`src/rtl/fib_pkg.sv`:
```
// Shared types for the Fibonacci recurrence engine and its step datapath.
package fib_pkg;

  localparam int unsigned MODE_W = 2;

  typedef enum logic [MODE_W-1:0] {
    MODE_WRAP = 2'd0,
    MODE_SAT  = 2'd1,
    MODE_MOD  = 2'd2
  } mode_t;

  typedef enum logic [1:0] {
    ST_IDLE = 2'd0,
    ST_RUN  = 2'd1,
    ST_DONE = 2'd2
  } state_t;

endpackage

```
`src/rtl/fib_step.sv`:
```
// One recurrence step: a_next = op(a + b) with wrap, saturate or modulo reduction.
module fib_step
  import fib_pkg::*;
#(
  parameter int unsigned W = 32
) (
  input  logic [W-1:0] a_i,
  input  logic [W-1:0] b_i,
  input  mode_t        mode_i,
  input  logic [W-1:0] m_i,
  output logic [W-1:0] a_next_o,
  output logic         ovf_o
);

  logic [W:0] sum;

  always_comb begin
    sum      = {1'b0, a_i} + {1'b0, b_i};
    a_next_o = sum[W-1:0];
    ovf_o    = 1'b0;
    case (mode_i)
      MODE_SAT: begin
        if (sum[W]) begin
          a_next_o = '1;
          ovf_o    = 1'b1;
        end
      end
      // Operands are already below m, so a single subtraction fully reduces the sum.
      MODE_MOD: begin
        if (sum >= {1'b0, m_i}) a_next_o = W'(sum - {1'b0, m_i});
      end
      default: ovf_o = sum[W];
    endcase
  end

endmodule

```
`src/rtl/fib_engine.sv`:
```
// Iterative Fibonacci-recurrence engine: loads seeds on a start, steps once per clock,
// and pulses w_enable with the final b.
module fib_engine
  import fib_pkg::*;
#(
  parameter int unsigned W  = 32,
  parameter int unsigned NW = 32
) (
  input  logic          clk,
  input  logic          rst,
  input  logic          r_enable,
  input  logic [NW-1:0] init_n,
  input  logic [W-1:0]  init_a,
  input  logic [W-1:0]  init_b,
  input  logic [1:0]    mode,
  input  logic [W-1:0]  modulus,
  output logic          w_enable,
  output logic [W-1:0]  result,
  output logic          busy,
  output logic          overflow,
  output logic          error
);

  state_t        state_q, state_d;
  logic [W-1:0]  a_q, a_d, b_q, b_d, m_q, m_d, result_q, result_d;
  logic [NW-1:0] cnt_q, cnt_d;
  mode_t         mode_q, mode_d;
  logic          wen_q, wen_d, busy_q, busy_d, ovf_q, ovf_d, err_q, err_d;

  logic [W-1:0]  step_a;
  logic          step_ovf;
  mode_t         mode_in;
  logic          reject;

  fib_step #(.W(W)) u_step (
    .a_i      (a_q),
    .b_i      (b_q),
    .mode_i   (mode_q),
    .m_i      (m_q),
    .a_next_o (step_a),
    .ovf_o    (step_ovf)
  );

  // Reserved encoding 3 behaves as WRAP.
  assign mode_in = (mode == 2'd3) ? MODE_WRAP : mode_t'(mode);
  assign reject  = (mode_in == MODE_MOD) &&
                   ((modulus == '0) || (init_a >= modulus) || (init_b >= modulus));

  always_comb begin
    state_d  = state_q;
    a_d      = a_q;
    b_d      = b_q;
    m_d      = m_q;
    cnt_d    = cnt_q;
    mode_d   = mode_q;
    result_d = result_q;
    ovf_d    = ovf_q;
    err_d    = err_q;
    wen_d    = 1'b0;
    busy_d   = 1'b0;
    case (state_q)
      ST_RUN: begin
        a_d   = step_a;
        b_d   = a_q;
        cnt_d = cnt_q - NW'(1);
        ovf_d = ovf_q | step_ovf;
        if (cnt_q == NW'(1)) begin
          state_d  = ST_DONE;
          wen_d    = 1'b1;
          result_d = a_q;
        end else begin
          busy_d = 1'b1;
        end
      end
      default: begin
        state_d = ST_IDLE;
        if (r_enable) begin
          a_d    = init_a;
          b_d    = init_b;
          m_d    = modulus;
          mode_d = mode_in;
          cnt_d  = init_n;
          ovf_d  = 1'b0;
          err_d  = 1'b0;
          if (reject) begin
            state_d  = ST_DONE;
            err_d    = 1'b1;
            b_d      = '0;
            wen_d    = 1'b1;
            result_d = '0;
          end else if (init_n == '0) begin
            state_d  = ST_DONE;
            wen_d    = 1'b1;
            result_d = init_b;
          end else begin
            state_d = ST_RUN;
            busy_d  = 1'b1;
          end
        end
      end
    endcase
  end

  always_ff @(posedge clk) begin
    if (rst) begin
      state_q  <= ST_IDLE;
      a_q      <= '0;
      b_q      <= '0;
      m_q      <= '0;
      cnt_q    <= '0;
      mode_q   <= MODE_WRAP;
      result_q <= '0;
      wen_q    <= 1'b0;
      busy_q   <= 1'b0;
      ovf_q    <= 1'b0;
      err_q    <= 1'b0;
    end else begin
      state_q  <= state_d;
      a_q      <= a_d;
      b_q      <= b_d;
      m_q      <= m_d;
      cnt_q    <= cnt_d;
      mode_q   <= mode_d;
      result_q <= result_d;
      wen_q    <= wen_d;
      busy_q   <= busy_d;
      ovf_q    <= ovf_d;
      err_q    <= err_d;
    end
  end

  assign w_enable = wen_q;
  assign result   = result_q;
  assign busy     = busy_q;
  assign overflow = ovf_q;
  assign error    = err_q;

endmodule

```
`config.mk`:
```
export PLATFORM = sky130hd
export DESIGN_NAME = fib_engine
export DESIGN_NICKNAME = d
export VERILOG_FILES = /design/src/rtl/fib_pkg.sv /design/src/rtl/fib_step.sv /design/src/rtl/fib_engine.sv
export SDC_FILE = /design/constraint.sdc
export NUM_CORES = 1
export LEC_CHECK = 0
export CORE_ASPECT_RATIO = 0.6
export CORE_MARGIN = 5
export CORE_UTILIZATION = 52
export DETAILED_ROUTE_END_ITERATION = 6
export GPL_ROUTABILITY_DRIVEN = 1
export MAX_ROUTING_LAYER = met4
export PLACE_DENSITY = 0.76
export SYNTH_ARGS = -nofsm -noshare
export SYNTH_HDL_FRONTEND = slang
export SYNTH_SLANG_ARGS = --single-unit
```
`constraint.sdc`:
```
create_clock -name clk -period 4.85 [get_ports clk]
set_input_delay 0.97 -clock clk [delete_from_list [all_inputs] [get_ports clk]]
set_output_delay 0.97 -clock clk [all_outputs]
set_load 0.05 [all_outputs]
```
==> impl_results.md, run 1 <==
* Status: finished, violations left
* Failing checks: DRC
* Metal2 WL at 22240 um
* Slew headroom at 35.97%
* Syn_nets at 2095
* Class of the worst hold path: flop to flop
* CTS buffer count at 17
* Top post-synthesis cells by area: dfxtp_1 25%, ha_1 12%, nor2_1 7.4%
* Yosys top cell by area: dfxtp_1
* GPL Wtd Cong at 1.023
* Worst-margin pin slew at 960.5 ps
* Final Core Density at 71.06%
* Critical path class: flop to flop
* Share of cells above drive strength 1 at 17.22%
* RR Endpoint: a_q[23]
* Switching part of the total at 42.09%
* Crit-path max cell delay at 450 ps
* Post-layout min period at 4839 ps
* Post-route ant nets at 0
* Initial antenna violation count at 1
* Worst-Skew Late Latency at 470 ps
* Crit Path Max Fanout at 5
* I/O pin total at 169
* GRT Total Usage at 36.87%
* Die height at 134.4 um
* Die Area at 29210 sq um
* Post-synth top area share at 25.07%
* DP HPWL at 41780 um
* Synth warn at 0
* P_leak at 7.687 nW
* Clk pwr share at 21.3%
* Post-Syn Area at 13410 sq um
* Largest net degree at the start of global routing at 129
* Clk_skew at 12.31 ps
* First-pass DRT Iterations at 7
* R2r startpoint: a_q[11]
* Area growth syn-to-layout at 34.21%
* Clock Sinks at 168
* WL/cell at 22.28 um
* Critical Path RT at 5170 ps
* Hold path cells at 2
* Cells after Synth at 1828
* Mean number of vias per cell at 6.264
* 1st-iter DRT viols at 2257
* Routed wire length on met3 at 6742 um
* Psw at 0.003026 W
* Nets at 2403
* Sequential power share at 22.9%
* First-pass GRT wire length at 81700 um
* Cell variety after synth at 89
* PortBufs at 168
* Syn avg cell area at 7.338 sq um
* Non-filler instance count after layout at 2479
* Min-delay src: m_q[14]
* Max-slew violations at 0
* FF-to-FF setup slack at 10 ps
* DR DRC count at 23
* CTS tree: yes
* Arrival time worst endpoint at 5160 ps
* Highest routed layer: met4
* Starting Density at 52.94%
* DP Cell Count at 2434
* Maximum Capacitance Violations at 0
* Most frequent cells in the layout: 258 x nor2_1, 217 x buf_4, 175 x a21oi_1, 168 x dfxtp_1, 166 x clkdlybuf4s50_1
* Hold Vio Cnt, Final at 0
* Element type at the critical path end: flop
* DIE WIDTH at 217.4 um
* CTS H-Tree Depth at 4
* Combinational power share at 55.8%
* CP max-delay cell: or3_4
* R2R cell count at 20
* Seq/Total Area, Yosys at 25.07%
* Asr flop ratio synth at 0%
* Worst IR Drop VDD at 0.3136 mV
* Post-cts hold buffer count at 0
* Final Power at 0.007190 W
* P_int at 0.004164 W
* Aggregate global routing overflow at 0
* Synth Register Bits at 168
* Clock Tree Root: clkbuf_16
* Clock transition at path regs at 70 ps
* Core area at 25340 sq um
* Hold Crit Endpoint: m_q[14]
* Main synth FF type: dfxtp_1
* CTS max path bufs at 2
* Setup violators final at 0
* Number of synthesized flops with an enable pin at 0
* Core Rows at 45
* Fin crit share at 99.77%
* Power per cell area at 399.4 nW/um^2
* Vias after detailed routing at 15530
* Met1 WL at 24910 um
* Max Freq at 206.7 MHz
* Number of global-route vias before repair at 14510
* Worst path cell trace: ha_1 -> buf_4 -> nand4_1 -> or3_4 -> o21a_1 -> o31ai_1 -> xor2_1 -> ha_1 -> nand2_1 -> nor2_1 -> a211oi_2 -> o31ai_2 -> a221oi_2 -> buf_4 -> nand2_2 -> o21ai_2 -> buf_6 -> o21ai_0 -> a211oi_1 -> o22ai_1
* Total wire length at 55230 um
* Fillers at 2129
* Most common cell after layout, fill and taps aside: nor2_1
* Startpoint Class: flop
flip-flops by register name, summed over array words and instances, names as in the netlist:
signal,cells
a_q,32
b_q,32
cnt_q,32
m_q,32
result,32
mode_q,2
state_q,2
busy,1
error,1
overflow,1
w_enable,1
worst max-delay path, delay by kind of cell (launching register included):
| kind | cells | cell delay, ps |
|---|---|---|
| xor+xnor | 1 | 390 |
| simple gates | 5 | 890 |
| fa+ha+maj | 2 | 690 |
| flops | 1 | 320 |
| buf+inv | 3 | 490 |
| compound gates | 9 | 1930 |
logic make-up after synthesis:
family | share of synthesized area, %
XOR/XNOR | 3.656
AND/OR/NAND/NOR | 24.42
multiplexers | 4.421
flip-flops | 25.07
AO/OA/AOI/OAI | 24.07
buffers and inverters | 5.746
adder cells (fa/ha/maj) | 12.61
cell usage after synthesis (all sizes together), types with 4 or more instances:
cell type and number:
nor2b 15, a31oi 22, o22ai 8, nand2b 21, nand2 171, and2 9
a221o 5, o31ai 6, a21boi 5, xnor2 34, ha 132, a211oi 28
a222oi 7, mux2i 54, or3 12, a311o 4, nor2 266, a221oi 8
nand3 22, mux2 4, and3 13, clkbuf 75, o21bai 11, dfxtp 168
o21a 16, a21o 34, o21ai 118, nor3 93, a2111oi 6, inv 89
xor2 22, and4 8, o211ai 16, a21oi 189, a311oi 7, buf 28
nor4 35, nand4 24, or4 5
how the worst max path moves through the flow:
stage | from | to | slack [ps] | depth (start not counted)
after floorplan | a_q[0] | a_q[3] | 300 | 23
after global placement | a_q[0] | a_q[1] | -280 | 23
after detailed placement | a_q[0] | a_q[15] | -330 | 22
after CTS | a_q[0] | a_q[15] | -0.1 | 22
after global routing | b_q[0] | a_q[23] | -80 | 22
final | a_q[11] | a_q[23] | 10 | 20
layer usage:
layer,global-route usage (%),vias to the layer above
met4,10.45,0
met2,50.19,919
met5,-,-
li1,-,7216
met3,10.33,100
met1,52.94,7293
power groups by stage:
| stage | logic [W] | registers (W) | clock network (W) |
|---|---|---|---|
| 2_1_floorplan | 0.00211 | 0.00171 | 0 |
| 3_3_place_gp | 0.00357 | 0.00166 | 0 |
| 3_5_place_dp | 0.00358 | 0.00166 | 0 |
| 4_1_cts | 0.00366 | 0.00163 | 0.00153 |
| 5_1_grt | 0.00427 | 0.00166 | 0.00159 |
| 6_report | 0.00401 | 0.00164 | 0.00153 |
stage by stage:
step / setup WS [ps] / TNS [ps] / hold slack, ps / cell area [sq um]
after floorplan: 304.4 / 0 / 435.6 / 13410
after global placement: -276.4 / -2749 / 442.6 / 16740
after detailed placement: -330.3 / -6080 / 448.6 / 16740
after CTS: -0.1026 / -0.1026 / 458.0 / 17490
after global routing: -76.06 / -175.8 / 474.7 / 18000
final: 11.25 / 0 / 459.0 / 18000
what timing repair did:
| item | 4_1_cts | 5_1_grt |
|---|---|---|
| setup endpoints to repair | 32 | 32 |
| pin swaps | 9 | 46 |
| buffers inserted | 2 | 10 |
| resized for setup | 23 | 84 |
cell type report:
cell class,count,area [sq um],area share [%]
Multi-Input combinational cell,1468,9833,54.62
Tap cell,329,411.6,2.286
Sequential cell,168,3363,18.68
Antenna cell,1,2.502,0.01390
Clock buffer,20,466.7,2.592
Timing Repair Buffer,392,3430,19.05
Inverter,89,334.1,1.856
Clock inverter,12,162.7,0.9035
No activity file was read; power rests on OpenSTA's default activity.
==> inputs of run 2 (changes only) <==
- CORE_MARGIN: 5 -> default
==> run 2 against run 1 <==
Compared with the run above: routed wire length decreased by 3.0%; maximum frequency decreased by 0.64%; core utilization decreased by 0.61 points; critical endpoint is now a_q[11]; die area decreased by 9.4%; the run ends with setup timing left; hold slack improved by 3.8 ps; combinational power decreased by 1%; sequential power about the same; first-iteration DRC count decreased by 8.6%; worst setup slack got worse by 31 ps; cell area decreased by 1.1%; clock skew decreased by 1.6 ps.
==> impl_results.md, run 2 (synthesis gave the netlist of run 1 again) <==
* Post-route ant nets at 0
* Hold path cells at 2
* Most frequent cells in the layout: 256 x nor2_1, 213 x buf_4, 181 x a21oi_1, 166 x clkdlybuf4s50_1, 165 x nand2_1
* Max-slew violations at 0
* Worst-Skew Late Latency at 460 ps
* RSZ-0062 raised after global routing: yes
* Setup violators final at 3
* Multi-input logic area at 9701 sq um
* CTS H-Tree Depth at 4
* Starting Density at 53.06%
* Area of placed instances at 16710 sq um
* Pre-CTS WS at -237.5 ps
* Failing checks: setup timing
* I/O pin total at 169
* Maximum Capacitance Violations at 0
* Aggregate global routing overflow at 0
* DR DRC count at 0
* Status: finished, violations left
* Arrival time worst endpoint at 5160 ps
* Number of global-route vias before repair at 14500
* Clock transition at path regs at 80 ps
* Critical path class: flop to flop
* Fillers at 2164
* Worst-margin pin slew at 988.8 ps
* Hold Vio Cnt, Final at 0
* Worst hold slack at 462.8 ps
* Class of the worst hold path: flop to flop
* Vias after detailed routing at 15640
* Die Area at 26460 sq um
* Die height at 126.4 um
* DIE WIDTH at 209.4 um
* FF-to-FF setup slack at -20 ps
* R2r startpoint: a_q[9]
* Share of cells above drive strength 1 at 16.41%
* PortBufs at 168
* GPL Wtd Cong at 1.027
* CTS tree: yes
* Clock Tree Root: clkbuf_16
* Largest net degree at the start of global routing at 110
* Fin crit share at 100.4%
* Critical Path RT at 5140 ps
* CTS max path bufs at 2
* Final Cell Area at 17810 sq um
* R2R cell count at 23
* Hold Crit Endpoint: m_q[29]
* Crit Path Max Fanout at 6
* Post-layout min period at 4870 ps
* GRT Total Usage at 41.09%
* DP HPWL at 40690 um
* Clk_skew at 10.66 ps
* Post-cts hold buffer count at 0
* Clock Sinks at 168
* Worst IR Drop VDD at 0.2362 mV
* First-pass GRT wire length at 81940 um
* Core Rows at 45
* WL/cell at 21.64 um
* Power per cell area at 395.0 nW/um^2
* Min-delay src: m_q[29]
* Initial antenna violation count at 2
* Nets at 2399
* Element type at the critical path end: flop
* Mean number of vias per cell at 6.317
* RR Endpoint: a_q[11]
* Setup TNS Final at -31.19 ps
* First-pass DRT Iterations at 6
* P_leak at 7.556 nW
* Final setup margin at -19.85 ps
* CTS buffer count at 17
* Core area at 25280 sq um
* Max Freq at 205.3 MHz
* Area growth syn-to-layout at 32.76%
* Final Core Density at 70.44%
* Slew headroom at 34.08%
* Sequential standard cell area at 3368 sq um
* Startpoint Class: flop
* 1st-iter DRT viols at 2063
* Most common cell after layout, fill and taps aside: nor2_1
* Total wire length at 53570 um
-- run 2: cell types whose count changed in the layout (fill, tap and decap cells not counted), moves of 3 or more --
cell | previous run | this run
a21oi_1 | 175 | 181
a21oi_2 | 11 | 6
buf_4 | 217 | 213
dfxtp_1 | 168 | 164
dfxtp_2 | 0 | 4
clkbuf_8 | 3 | 0
inv_8 | 1 | 4
nor2_2 | 4 | 7
o21ai_1 | 7 | 10
xnor2_1 | 29 | 32
xnor2_2 | 5 | 2
-- run 2: how the worst max path moves through the flow --
| stage | from | endpoint | slack (ps) | cells past startpoint |
|---|---|---|---|---|
| after CTS | a_q[0] | a_q[24] | 9 | 23 |
| after global placement | a_q[0] | a_q[0] | -210 | 21 |
| after global routing | a_q[9] | a_q[1] | -100 | 22 |
| after floorplan | a_q[0] | a_q[3] | 300 | 23 |
| after detailed placement | a_q[0] | a_q[0] | -240 | 21 |
| final | a_q[9] | a_q[11] | -20 | 23 |
-- run 2: cell type report --
cell class | count | share of cell area [%]
Sequential cell | 168 | 18.91
Inverter | 89 | 1.876
Multi-Input combinational cell | 1468 | 54.47
Tap cell | 329 | 2.312
Antenna cell | 2 | 0.02810
Clock buffer | 17 | 2.389
Clock inverter | 15 | 0.8712
Timing Repair Buffer | 388 | 19.14
-- run 2: critical path, stage by stage, from the launching register on --
cell,delay [ps]
dfxtp_1,320
ha_1,360
a21o_1,200
a21o_1,190
a21oi_1,220
buf_4,200
o21ai_2,120
nor3_4,260
o21a_1,170
xnor2_1,240
ha_1,350
a21oi_1,220
nor2_1,90
a211oi_2,270
o31ai_2,140
a221oi_2,340
buf_4,190
nand2_4,60
o21ai_2,160
buf_6,170
buf_4,120
nor3_1,50
a211oi_2,200
a211oi_1,90
-- run 2: power by group --
group / switching, W / leakage [nW] / internal (W)
Combinational: 0.00219 / 5.89 / 0.00176
Sequential: 0.000133 / 1.39 / 0.00152
Clock: 0.000692 / 0.279 / 0.000729
-- run 2: per-layer routing --
metal	GRT usage (%)	vias up	wire length [um]	share of wire, %
li1	-	7181	-	-
met1	59.56	7372	24550	46
met2	56.51	984	21280	40
met3	8.888	105	6531	12
met4	11.33	0	1210	2.3
met5	-	-	0	0
-- run 2: what timing repair did --
item | CTS | global route
endpoints found under the hold margin | 0 | 0
buffers inserted | 4 | 10
setup endpoints to repair | 31 | 32
resized for setup | 13 | 72
pin swaps | 5 | 37
-- run 2: through the flow --
stage / total power (W) / cells
after floorplan: 0.003818 / 1828
after detailed placement: 0.005242 / 2428
after CTS: 0.006700 / 2464
final: 0.007034 / 2476
after global placement: 0.005207 / 2428
after global routing: 0.007382 / 2476
